### src/rtl/control_pipe.sv
// RV32I(+M) registered decode/control stage with a 1-entry valid/ready hold register.
// Optional RV32M_EN: decodes M-extension ops and holds them back for the MUL/DIV latency.
module control_pipe #(
  parameter int ALU_CTL_W  = 5,
  parameter int MUL_CYCLES = 2,
  parameter int DIV_CYCLES = 33
) (
  input  logic                 clk,
  input  logic                 rst,
  input  logic                 flush,
  input  logic                 in_valid,
  output logic                 in_ready,
  input  logic [31:0]          instr,
  output logic                 out_valid,
  input  logic                 out_ready,
  output logic [ALU_CTL_W-1:0] alu_ctl,
  output logic                 reg_write_enable,
  output logic                 alu_src,
  output logic                 mem_to_reg,
  output logic                 dmem_write_enable,
  output logic                 dmem_read_enable,
  output logic                 branch,
  output logic                 branch_inv,
  output logic                 jump,
  output logic                 jump_reg,
  output logic                 pc_to_rf,
  output logic                 mdu_op,
  output logic                 mdu_busy,
  output logic                 illegal
);

  // state   | meaning
  // ST_RUN  | accepting instructions, held controls flow to execute
  // ST_WAIT | M-extension op held, counting down until the MDU result is due

  typedef enum logic {ST_RUN, ST_WAIT} state_t;

  typedef struct packed {
    logic [ALU_CTL_W-1:0] alu;
    logic rwe, src, m2r, dwe, dre, br, br_inv, jmp, jr, pc2rf, mdu, ill;
  } ctl_t;

  localparam logic [ALU_CTL_W-1:0] A_AND = ALU_CTL_W'(0),  A_OR    = ALU_CTL_W'(1);
  localparam logic [ALU_CTL_W-1:0] A_ADD = ALU_CTL_W'(2),  A_SUB   = ALU_CTL_W'(3);
  localparam logic [ALU_CTL_W-1:0] A_SLTU = ALU_CTL_W'(4), A_XOR   = ALU_CTL_W'(5);
  localparam logic [ALU_CTL_W-1:0] A_SLL = ALU_CTL_W'(6),  A_SRL   = ALU_CTL_W'(7);
  localparam logic [ALU_CTL_W-1:0] A_SRA = ALU_CTL_W'(8),  A_LUI   = ALU_CTL_W'(9);
  localparam logic [ALU_CTL_W-1:0] A_SLT = ALU_CTL_W'(10), A_BGEU  = ALU_CTL_W'(19);
  localparam logic [ALU_CTL_W-1:0] A_BGE = ALU_CTL_W'(20);
`ifdef RV32M_EN
  localparam logic [ALU_CTL_W-1:0] A_DIVU = ALU_CTL_W'(11), A_DIV    = ALU_CTL_W'(12);
  localparam logic [ALU_CTL_W-1:0] A_REMU = ALU_CTL_W'(13), A_REM    = ALU_CTL_W'(14);
  localparam logic [ALU_CTL_W-1:0] A_MUL  = ALU_CTL_W'(15), A_MULHU  = ALU_CTL_W'(16);
  localparam logic [ALU_CTL_W-1:0] A_MULHSU = ALU_CTL_W'(17), A_MULH = ALU_CTL_W'(18);
  localparam int MAX_N = (MUL_CYCLES > DIV_CYCLES) ? MUL_CYCLES : DIV_CYCLES;
  localparam int CNT_W = $clog2(MAX_N) + 1;
`else
  localparam int unused_cycles = MUL_CYCLES + DIV_CYCLES;
`endif

  logic [6:0] opcode, funct7;
  logic [2:0] funct3;
  logic       unused_bits;
  ctl_t       dec, held, held_n;
  state_t     state, state_n;
  logic       out_valid_n, accept;

  assign opcode      = instr[6:0];
  assign funct3      = instr[14:12];
  assign funct7      = instr[31:25];
  assign unused_bits = ^{instr[24:15], instr[11:7]};

  always_comb begin
    dec = '0;
    case (opcode)
      7'b0110011: begin
        dec.rwe = 1'b1;
        if (funct7 == 7'b0000000) begin
          case (funct3)
            3'b000:  dec.alu = A_ADD;
            3'b001:  dec.alu = A_SLL;
            3'b010:  dec.alu = A_SLT;
            3'b011:  dec.alu = A_SLTU;
            3'b100:  dec.alu = A_XOR;
            3'b101:  dec.alu = A_SRL;
            3'b110:  dec.alu = A_OR;
            default: dec.alu = A_AND;
          endcase
        end else if (funct7 == 7'b0100000 && funct3 == 3'b000) begin
          dec.alu = A_SUB;
        end else if (funct7 == 7'b0100000 && funct3 == 3'b101) begin
          dec.alu = A_SRA;
`ifdef RV32M_EN
        end else if (funct7 == 7'b0000001) begin
          dec.mdu = 1'b1;
          case (funct3)
            3'b000:  dec.alu = A_MUL;
            3'b001:  dec.alu = A_MULH;
            3'b010:  dec.alu = A_MULHSU;
            3'b011:  dec.alu = A_MULHU;
            3'b100:  dec.alu = A_DIV;
            3'b101:  dec.alu = A_DIVU;
            3'b110:  dec.alu = A_REM;
            default: dec.alu = A_REMU;
          endcase
`endif
        end else begin
          dec.ill = 1'b1;
        end
      end
      7'b0010011: begin
        dec.rwe = 1'b1;
        dec.src = 1'b1;
        case (funct3)
          3'b000:  dec.alu = A_ADD;
          3'b001:  dec.alu = A_SLL;
          3'b010:  dec.alu = A_SLT;
          3'b011:  dec.alu = A_SLTU;
          3'b100:  dec.alu = A_XOR;
          3'b101:  dec.alu = funct7[5] ? A_SRA : A_SRL;
          3'b110:  dec.alu = A_OR;
          default: dec.alu = A_AND;
        endcase
      end
      7'b0000011: begin
        dec.alu = A_ADD; dec.src = 1'b1; dec.rwe = 1'b1;
        dec.m2r = 1'b1;  dec.dre = 1'b1;
      end
      7'b0100011: begin
        dec.alu = A_ADD; dec.src = 1'b1; dec.dwe = 1'b1;
      end
      7'b1100011: begin
        dec.br     = 1'b1;
        dec.br_inv = (funct3 != 3'b000);
        case (funct3)
          3'b000, 3'b001: dec.alu = A_SUB;
          3'b100:         dec.alu = A_SLT;
          3'b101:         dec.alu = A_BGE;
          3'b110:         dec.alu = A_SLTU;
          3'b111:         dec.alu = A_BGEU;
          default:        dec.ill = 1'b1;
        endcase
      end
      7'b0110111: begin
        dec.alu = A_LUI; dec.src = 1'b1; dec.rwe = 1'b1;
      end
      7'b0010111: begin
        dec.alu = A_ADD; dec.src = 1'b1; dec.rwe = 1'b1; dec.pc2rf = 1'b1;
      end
      7'b1101111: begin
        dec.alu = A_ADD; dec.rwe = 1'b1; dec.jmp = 1'b1;
      end
      7'b1100111: begin
        dec.alu = A_ADD; dec.src = 1'b1; dec.rwe = 1'b1; dec.jr = 1'b1;
      end
      7'b0001111, 7'b1110011: dec = '0;
      default: dec.ill = 1'b1;
    endcase
    // An undecodable instruction still flows, but must not enable anything downstream.
    if (dec.ill) begin
      dec     = '0;
      dec.ill = 1'b1;
    end
  end

  assign in_ready = ~rst & (state == ST_RUN) & (~out_valid | out_ready);
  assign accept   = in_valid & in_ready & ~flush;

`ifdef RV32M_EN
  logic [CNT_W-1:0] count, count_n, mdu_n;
  assign mdu_n = instr[14] ? CNT_W'(DIV_CYCLES - 1) : CNT_W'(MUL_CYCLES - 1);
`endif

  always_comb begin
    state_n     = state;
    out_valid_n = out_valid;
    held_n      = held;
`ifdef RV32M_EN
    count_n     = count;
`endif
    if (flush) begin
      out_valid_n = 1'b0;
      state_n     = ST_RUN;
`ifdef RV32M_EN
      count_n     = '0;
`endif
    end else begin
      case (state)
        ST_RUN: begin
          if (out_ready) out_valid_n = 1'b0;
          if (accept) begin
            held_n      = dec;
            out_valid_n = 1'b1;
`ifdef RV32M_EN
            if (dec.mdu && mdu_n != '0) begin
              out_valid_n = 1'b0;
              count_n     = mdu_n;
              state_n     = ST_WAIT;
            end
`endif
          end
        end
        ST_WAIT: begin
`ifdef RV32M_EN
          // Result is due in the cycle the count reaches zero.
          if (count <= CNT_W'(1)) begin
            count_n     = '0;
            out_valid_n = 1'b1;
            state_n     = ST_RUN;
          end else begin
            count_n = count - CNT_W'(1);
          end
`else
          state_n = ST_RUN;
`endif
        end
        default: state_n = ST_RUN;
      endcase
    end
  end

  always_ff @(posedge clk) begin
    if (rst) begin
      state     <= ST_RUN;
      out_valid <= 1'b0;
      held      <= '0;
`ifdef RV32M_EN
      count     <= '0;
`endif
    end else begin
      state     <= state_n;
      out_valid <= out_valid_n;
      held      <= held_n;
`ifdef RV32M_EN
      count     <= count_n;
`endif
    end
  end

  assign alu_ctl           = held.alu;
  assign reg_write_enable  = held.rwe;
  assign alu_src           = held.src;
  assign mem_to_reg        = held.m2r;
  assign dmem_write_enable = held.dwe;
  assign dmem_read_enable  = held.dre;
  assign branch            = held.br;
  assign branch_inv        = held.br_inv;
  assign jump              = held.jmp;
  assign jump_reg          = held.jr;
  assign pc_to_rf          = held.pc2rf;
  assign illegal           = held.ill;
`ifdef RV32M_EN
  assign mdu_op   = held.mdu;
  assign mdu_busy = (state == ST_WAIT);
`else
  assign mdu_op   = 1'b0;
  assign mdu_busy = 1'b0;
`endif

endmodule

### config.mk
export PLATFORM = sky130hd
export DESIGN_NAME = control_pipe
export DESIGN_NICKNAME = d
export VERILOG_FILES = /design/src/rtl/control_pipe.sv
export SDC_FILE = /design/constraint.sdc
export NUM_CORES = 1
export LEC_CHECK = 0
export ABC_AREA = 1
export CAP_MARGIN = 30
export CORE_MARGIN = 4
export CORE_UTILIZATION = 35
export CTS_CLUSTER_SIZE = 20
export DETAILED_ROUTE_END_ITERATION = 12
export DONT_BUFFER_PORTS = 1
export PLACE_DENSITY_LB_ADDON = 0.1
export SKIP_LAST_GASP = 1
export SLEW_MARGIN = 30
export SYNTH_ARGS = -nofsm -noshare
export SYNTH_HDL_FRONTEND = slang
export SYNTH_SLANG_ARGS = --single-unit
### constraint.sdc
create_clock -name clk -period 3.4 [get_ports clk]
set_input_delay 0.68 -clock clk [delete_from_list [all_inputs] [get_ports clk]]
set_output_delay 0.68 -clock clk [all_outputs]
set_load 0.05 [all_outputs]
==> flow_summary_export.csv, run 1 <==
group,metric,value,unit
critical_path,crit_path_end_kind,"output port",
logic_synthesis,synthCells,189,
die,start_util,36.0,%
critical_path,cp_data_required_time,2720,ps
route,drt_iter0_drc,16,
timing,finalSetupTns,0,ps
job,max_cap_violations,0,
timing,rsz0062_at_grt,"false",
die,row_count,21,
route,dr_total_vias,1107,
grt,use_met2,23.3,%
power_and_ir_drop,p_comb_share,14.9,%
power_and_ir_drop,sequentialPowerShare,57.3,%
logic_synthesis,ys_seq_area_share,26.7,%
critical_path,path_cells,"inv_1 > nor2_1 > nor2_1",
timing,hold_viol,0,
die,coreArea,0.00334,mm2
critical_path,reg2reg_depth,7,
clocking,cts_buffers,3,
logic_synthesis,synth_area_leaders,"dfxtp_1 27%, nand2_1 15%, inv_1 6.9%",
die,io_pins,57,
logic_synthesis,synth_top_area_cell,"dfxtp_1",
power_and_ir_drop,fin_total_pwr,0.340,mW
grt,grt_overflow,0,
worst_hold_path,hold_class,"in2reg",
logic_synthesis,synth_area,0.00120,mm2
critical_path,start_kind,"register",
logic_synthesis,ys.warnings.count,0,
layout,syn_to_final_growth,2.92,%
power_and_ir_drop,leakage,0.542,nW
die,dieArea,0.00443,mm2
grt,met3_usage,4.05,%
timing,clock.fmax,436,MHz
layout,finish.net_count,224,
clocking,cts_buffer_depth,2,
die,die_h,66.6,um
clocking,clk_pin_slew,90,ps
critical_path,crit_top_cell,"nor2_1",
clocking,ctsResizeCount,0,
logic_synthesis,synth_common_cells,"47 x nand2_1, 22 x inv_1, 17 x nor2_1",
placed_design,dp_hpwl,2.24,mm
critical_path,slowest_delay,680,ps
critical_path,path_buf_inv,1,
clocking,cts-root-buf,"clkbuf_4",
worst_hold_path,worstHoldPathCells,1,
grt,globalRouteTotalUtil,12.3,%
critical_path,cp_slowest_cell,"nor2_1",
route,drt_first_pass_iters,4,
grt,grt_max_degree,18,
critical_path,critPathKind,"reg2out",
power_and_ir_drop,clock_power_share,27.8,%
die,die_x,66.6,um
grt,antenna_found_initial,0,
grt,grt_pass1_wl,4.35,mm
power_and_ir_drop,p_sw,0.0960,mW
timing,finalCritPeriodShare,67.5,%
clocking,clkLatencyLatePin,280,ps
logic_synthesis,syn_avg_cell_area,6.36,um2
power_and_ir_drop,switching_share,28.2,%
critical_path,path_depth,3,
placed_design,port_buffers,0,
critical_path,critPathArrivalTime,1610,ps
timing,worst_slew_pin_slew,960,ps
clocking,postCtsHoldBufs,0,
timing,whs,449,ps
grt,grt_pass1_vias,1087,
route,route.final.wire_length,2.68,mm
layout,diodes,0,
grt,met1_usage,14.0,%
grt,top_usage_layer,"met2",
clocking,cts_post_setup_buffers_inserted,0,
timing,max-slew-margin-rel,35.9,%
clocking,cts_tree,"yes",
placed_design,routabilityCongestion,0.861,
power_and_ir_drop,power.internal,0.244,mW
timing,fin_skew,3.19,ps
timing,layout_min_cycle_time,2290,ps
logic_synthesis,synth-main-ff-cell,"dfxtp_1",
route,drtAntennaViolNets,0,
route,route.detailed.drc,0,
logic_synthesis,post_synth_num_cell_types,26,
timing,setup_viol,0,
logic_synthesis,synth_edf_count,0,
logic_synthesis,ys_ff_latch,16,
logic_synthesis,synthArstFlopShare,0,%
route,via_per_inst,4.79,
power_and_ir_drop,power-per-cell-area,275,mW/mm2
timing,final_max_slew_viol_count,0,
critical_path,critPathMaxFanout,3,
power_and_ir_drop,max-vdd-ir-drop,0.183,mV
route,routedWlPerCell,11.6,um
logic_synthesis,synth_top_area_share,26.7,%
critical_path,crit_family,"simple AND/OR/NAND/NOR gates",
clocking,htree_num_levels,1,
clocking,clock_sinks,16,
status,run_status,"completed",
layout,largest_reg_flops,5,
logic_synthesis,synth_most_common_cell,"nand2_1",
layout,drive_gt1_share,18.4,%
[layout make-up]
cell class	count	area, um2
inverter	28	105
clock buffer	3	22.5
sequential	16	320
fill	380	2100
tap	46	57.6
multi-input combinational	138	731
[per-stage QoR]
stage,utilization (%),instance area [um2],worst slack (ps),std cells
6_report,37.0,1240,1110,231
5_1_grt,37.0,1240,1020,231
4_1_cts,37.0,1240,1090,231
3_5_place_dp,36.4,1210,1310,228
3_3_place_gp,36.4,1210,1310,228
2_1_floorplan,-,1200,1010,190
[path summary, 6_finish.rpt]
kind                            startpoint         end  slack [ps]
worst min-delay path                   rst  alu_ctl[0]         450
worst max-delay path             out_valid    in_ready        1110
worst min register to register  alu_ctl[3]  alu_ctl[3]         710
worst max register to register   out_valid  alu_ctl[2]        1680
[cells by family (layout without fill, tap and decap cells)]
logic type	Yosys count	after routing	share of synthesized area, %
compound gates	29	29	14.9
buf+inv	36	31	12.8
flops	16	16	26.7
other cells	1	2	0.312
simple gates	107	107	45.3
[cell usage in the layout (no fill, tap or decap), drive strengths merged]
cell / synthesis / final
nand4: 3 / 3
inv: 28 / 28
dfxtp: 16 / 16
nor3: 3 / 3
clkbuf: 1 / 3
a21o: 1 / 1
and3: 1 / 1
conb: 1 / 2
o21ai: 3 / 3
nor2: 28 / 28
o211ai: 4 / 4
a21oi: 18 / 18
nand3: 19 / 19
o21a: 3 / 3
nand2: 53 / 53
[power groups by stage]
stage | clock network, mW | logic, mW | registers (mW)
final | 0.0946 | 0.0508 | 0.195
after global placement | 0 | 0.0505 | 0.199
after detailed placement | 0 | 0.0509 | 0.199
after floorplan | 0 | 0.0518 | 0.199
after CTS | 0.0987 | 0.0511 | 0.195
after global routing | 0.108 | 0.0569 | 0.195
[metal layers]
metal  share of wire, %  up-vias
li1                   -      590
met1                 43      484
met2                 51       33
met3                6.6        0
met4                  0        0
met5                  0        -
(Power assumes the default switching activity.)
==> run 2, diff against run 1 <==
==> constraint.sdc (replaced) <==
create_clock -name clk -period 1.89 [get_ports clk]
set_input_delay 0.378 -clock clk [delete_from_list [all_inputs] [get_ports clk]]
set_output_delay 0.378 -clock clk [all_outputs]
set_load 0.05 [all_outputs]
==> flow_summary_export.csv, run 2 (synthesis results as in run 1) <==
group,metric,value,unit
status,run_status,"completed",
power_and_ir_drop,max-vdd-ir-drop,0.382,mV
die,start_util,36.0,%
die,io_pins,57,
die,dieArea,0.00443,mm2
timing,worst_slew_pin_slew,542,ps
layout,layout_common_cells,"47 x nand2_1, 22 x inv_1, 17 x nor2_1",
timing,finalCritPeriodShare,76.1,%
power_and_ir_drop,leakage,0.558,nW
critical_path,timing.rr.end,"alu_ctl[2]",
layout,syn_to_final_growth,4.79,%
timing,rsz0062_at_grt,"false",
grt,grt_pass1_wl,4.42,mm
clocking,cts_buffers,3,
grt,globalRouteTotalUtil,12.6,%
die,die_h,66.6,um
route,drtAntennaViolNets,0,
critical_path,critPathKind,"reg2out",
clocking,clock_sinks,16,
clocking,postCtsHoldBufs,0,
critical_path,reg2reg_depth,7,
timing,clock.fmax,695,MHz
critical_path,startpoint,"out_valid",
power_and_ir_drop,power-per-cell-area,485,mW/mm2
layout,finish.net_count,227,
route,dr_total_vias,1138,
critical_path,crit_path_end,"in_ready",
die,row_count,21,
worst_hold_path,hold_class,"in2reg",
critical_path,critPathArrivalTime,1060,ps
critical_path,critPathMaxFanout,3,
timing,setup_viol,0,
layout,drive_gt1_share,19.7,%
critical_path,crit_path_end_kind,"output port",
placed_design,port_buffers,0,
clocking,clkLatencyLatePin,280,ps
critical_path,path_depth,4,
critical_path,cp_data_required_time,1510,ps
die,die_x,66.6,um
timing,hold_viol,0,
route,via_per_inst,4.86,
grt,grt_max_degree,18,
critical_path,r2r_slack,550,ps
clocking,cts_tree,"yes",
critical_path,crit_top_cell,"nor2_1",
route,route.detailed.drc,0,
timing,max-slew-margin-rel,63.8,%
job,max_cap_violations,0,
clocking,cts_buffer_depth,2,
placed_design,dp_hpwl,2.25,mm
critical_path,cp_slowest_cell,"dfxtp_1",
timing,layout_min_cycle_time,1440,ps
grt,antenna_found_initial,0,
critical_path,path_buf_inv,2,
layout,fin_util,37.7,%
clocking,ctsResizeCount,0,
critical_path,path_cells,"inv_1 > nor2_1 > nor2_1 > buf_4",
layout,layout.cells.non_filler,234,
route,drt_first_pass_iters,4,
route,route.final.wire_length,2.70,mm
die,coreArea,0.00334,mm2
placed_design,routabilityCongestion,0.848,
clocking,cts-root-buf,"clkbuf_4",
timing,finalSetupTns,0,ps
grt,grt_overflow,0,
route,routedWlPerCell,11.5,um
clocking,cts_post_setup_buffers_inserted,0,
layout,largest_reg_flops,5,
critical_path,crit_family,"flip-flops",
clocking,htree_num_levels,1,
layout,final_common_cell,"nand2_1",
timing,fin_skew,2.76,ps
critical_path,slowest_delay,340,ps
layout,diodes,0,
clocking,clk_pin_slew,80,ps
critical_path,r2r_start,"out_valid",
route,drt_iter0_drc,44,
placed_design,dp.cells,231,
timing,final_max_slew_viol_count,0,
critical_path,start_kind,"register",
grt,grt_pass1_vias,1088,
-- run 2: power breakdown --
| group | internal, mW | switching (mW) |
|---|---|---|
| combinational | 0.0288 | 0.0699 |
| clock | 0.0738 | 0.0914 |
| sequential | 0.339 | 0.00734 |
| total | 0.442 | 0.169 |
-- run 2: area by class of cell --
| cell class | count | area [um2] |
|---|---|---|
| fillers | 396 | 2080 |
| multi-input cells | 138 | 731 |
| flip-flops and latches | 16 | 320 |
| inverters | 28 | 105 |
| well taps | 46 | 57.6 |
| clock buffers | 3 | 22.5 |
| repair buffers | 3 | 22.5 |
-- run 2: worst min path at each step --
stage,depth (start not counted),slack (ps),endpoint,from
2_1_floorplan,1,500,out_valid,in_valid
3_3_place_gp,1,440,alu_ctl[0],rst
3_5_place_dp,1,440,alu_ctl[0],rst
4_1_cts,1,140,alu_ctl[0],rst
5_1_grt,1,140,alu_ctl[0],rst
6_report,1,150,alu_ctl[0],rst
-- run 2: through the flow --
step / hold slack (ps) / cell area (um2) / worst slack [ps] / power, mW
after floorplan: 502 / 1200 / 105 / 0.451
after global placement: 443 / 1240 / 506 / 0.453
after detailed placement: 444 / 1240 / 485 / 0.454
after CTS: 141 / 1260 / 433 / 0.621
after global routing: 138 / 1260 / 354 / 0.644
final: 149 / 1260 / 451 / 0.611
-- run 2: per-layer routing --
metal  vias up  share of wire (%)  global-route usage [%]
met5         -                  0                       0
met4         0               0.63                    2.28
met3         2                6.7                    3.37
met2        37                 50                    23.4
met1       506                 42                    14.2
li1        593                  -                       -
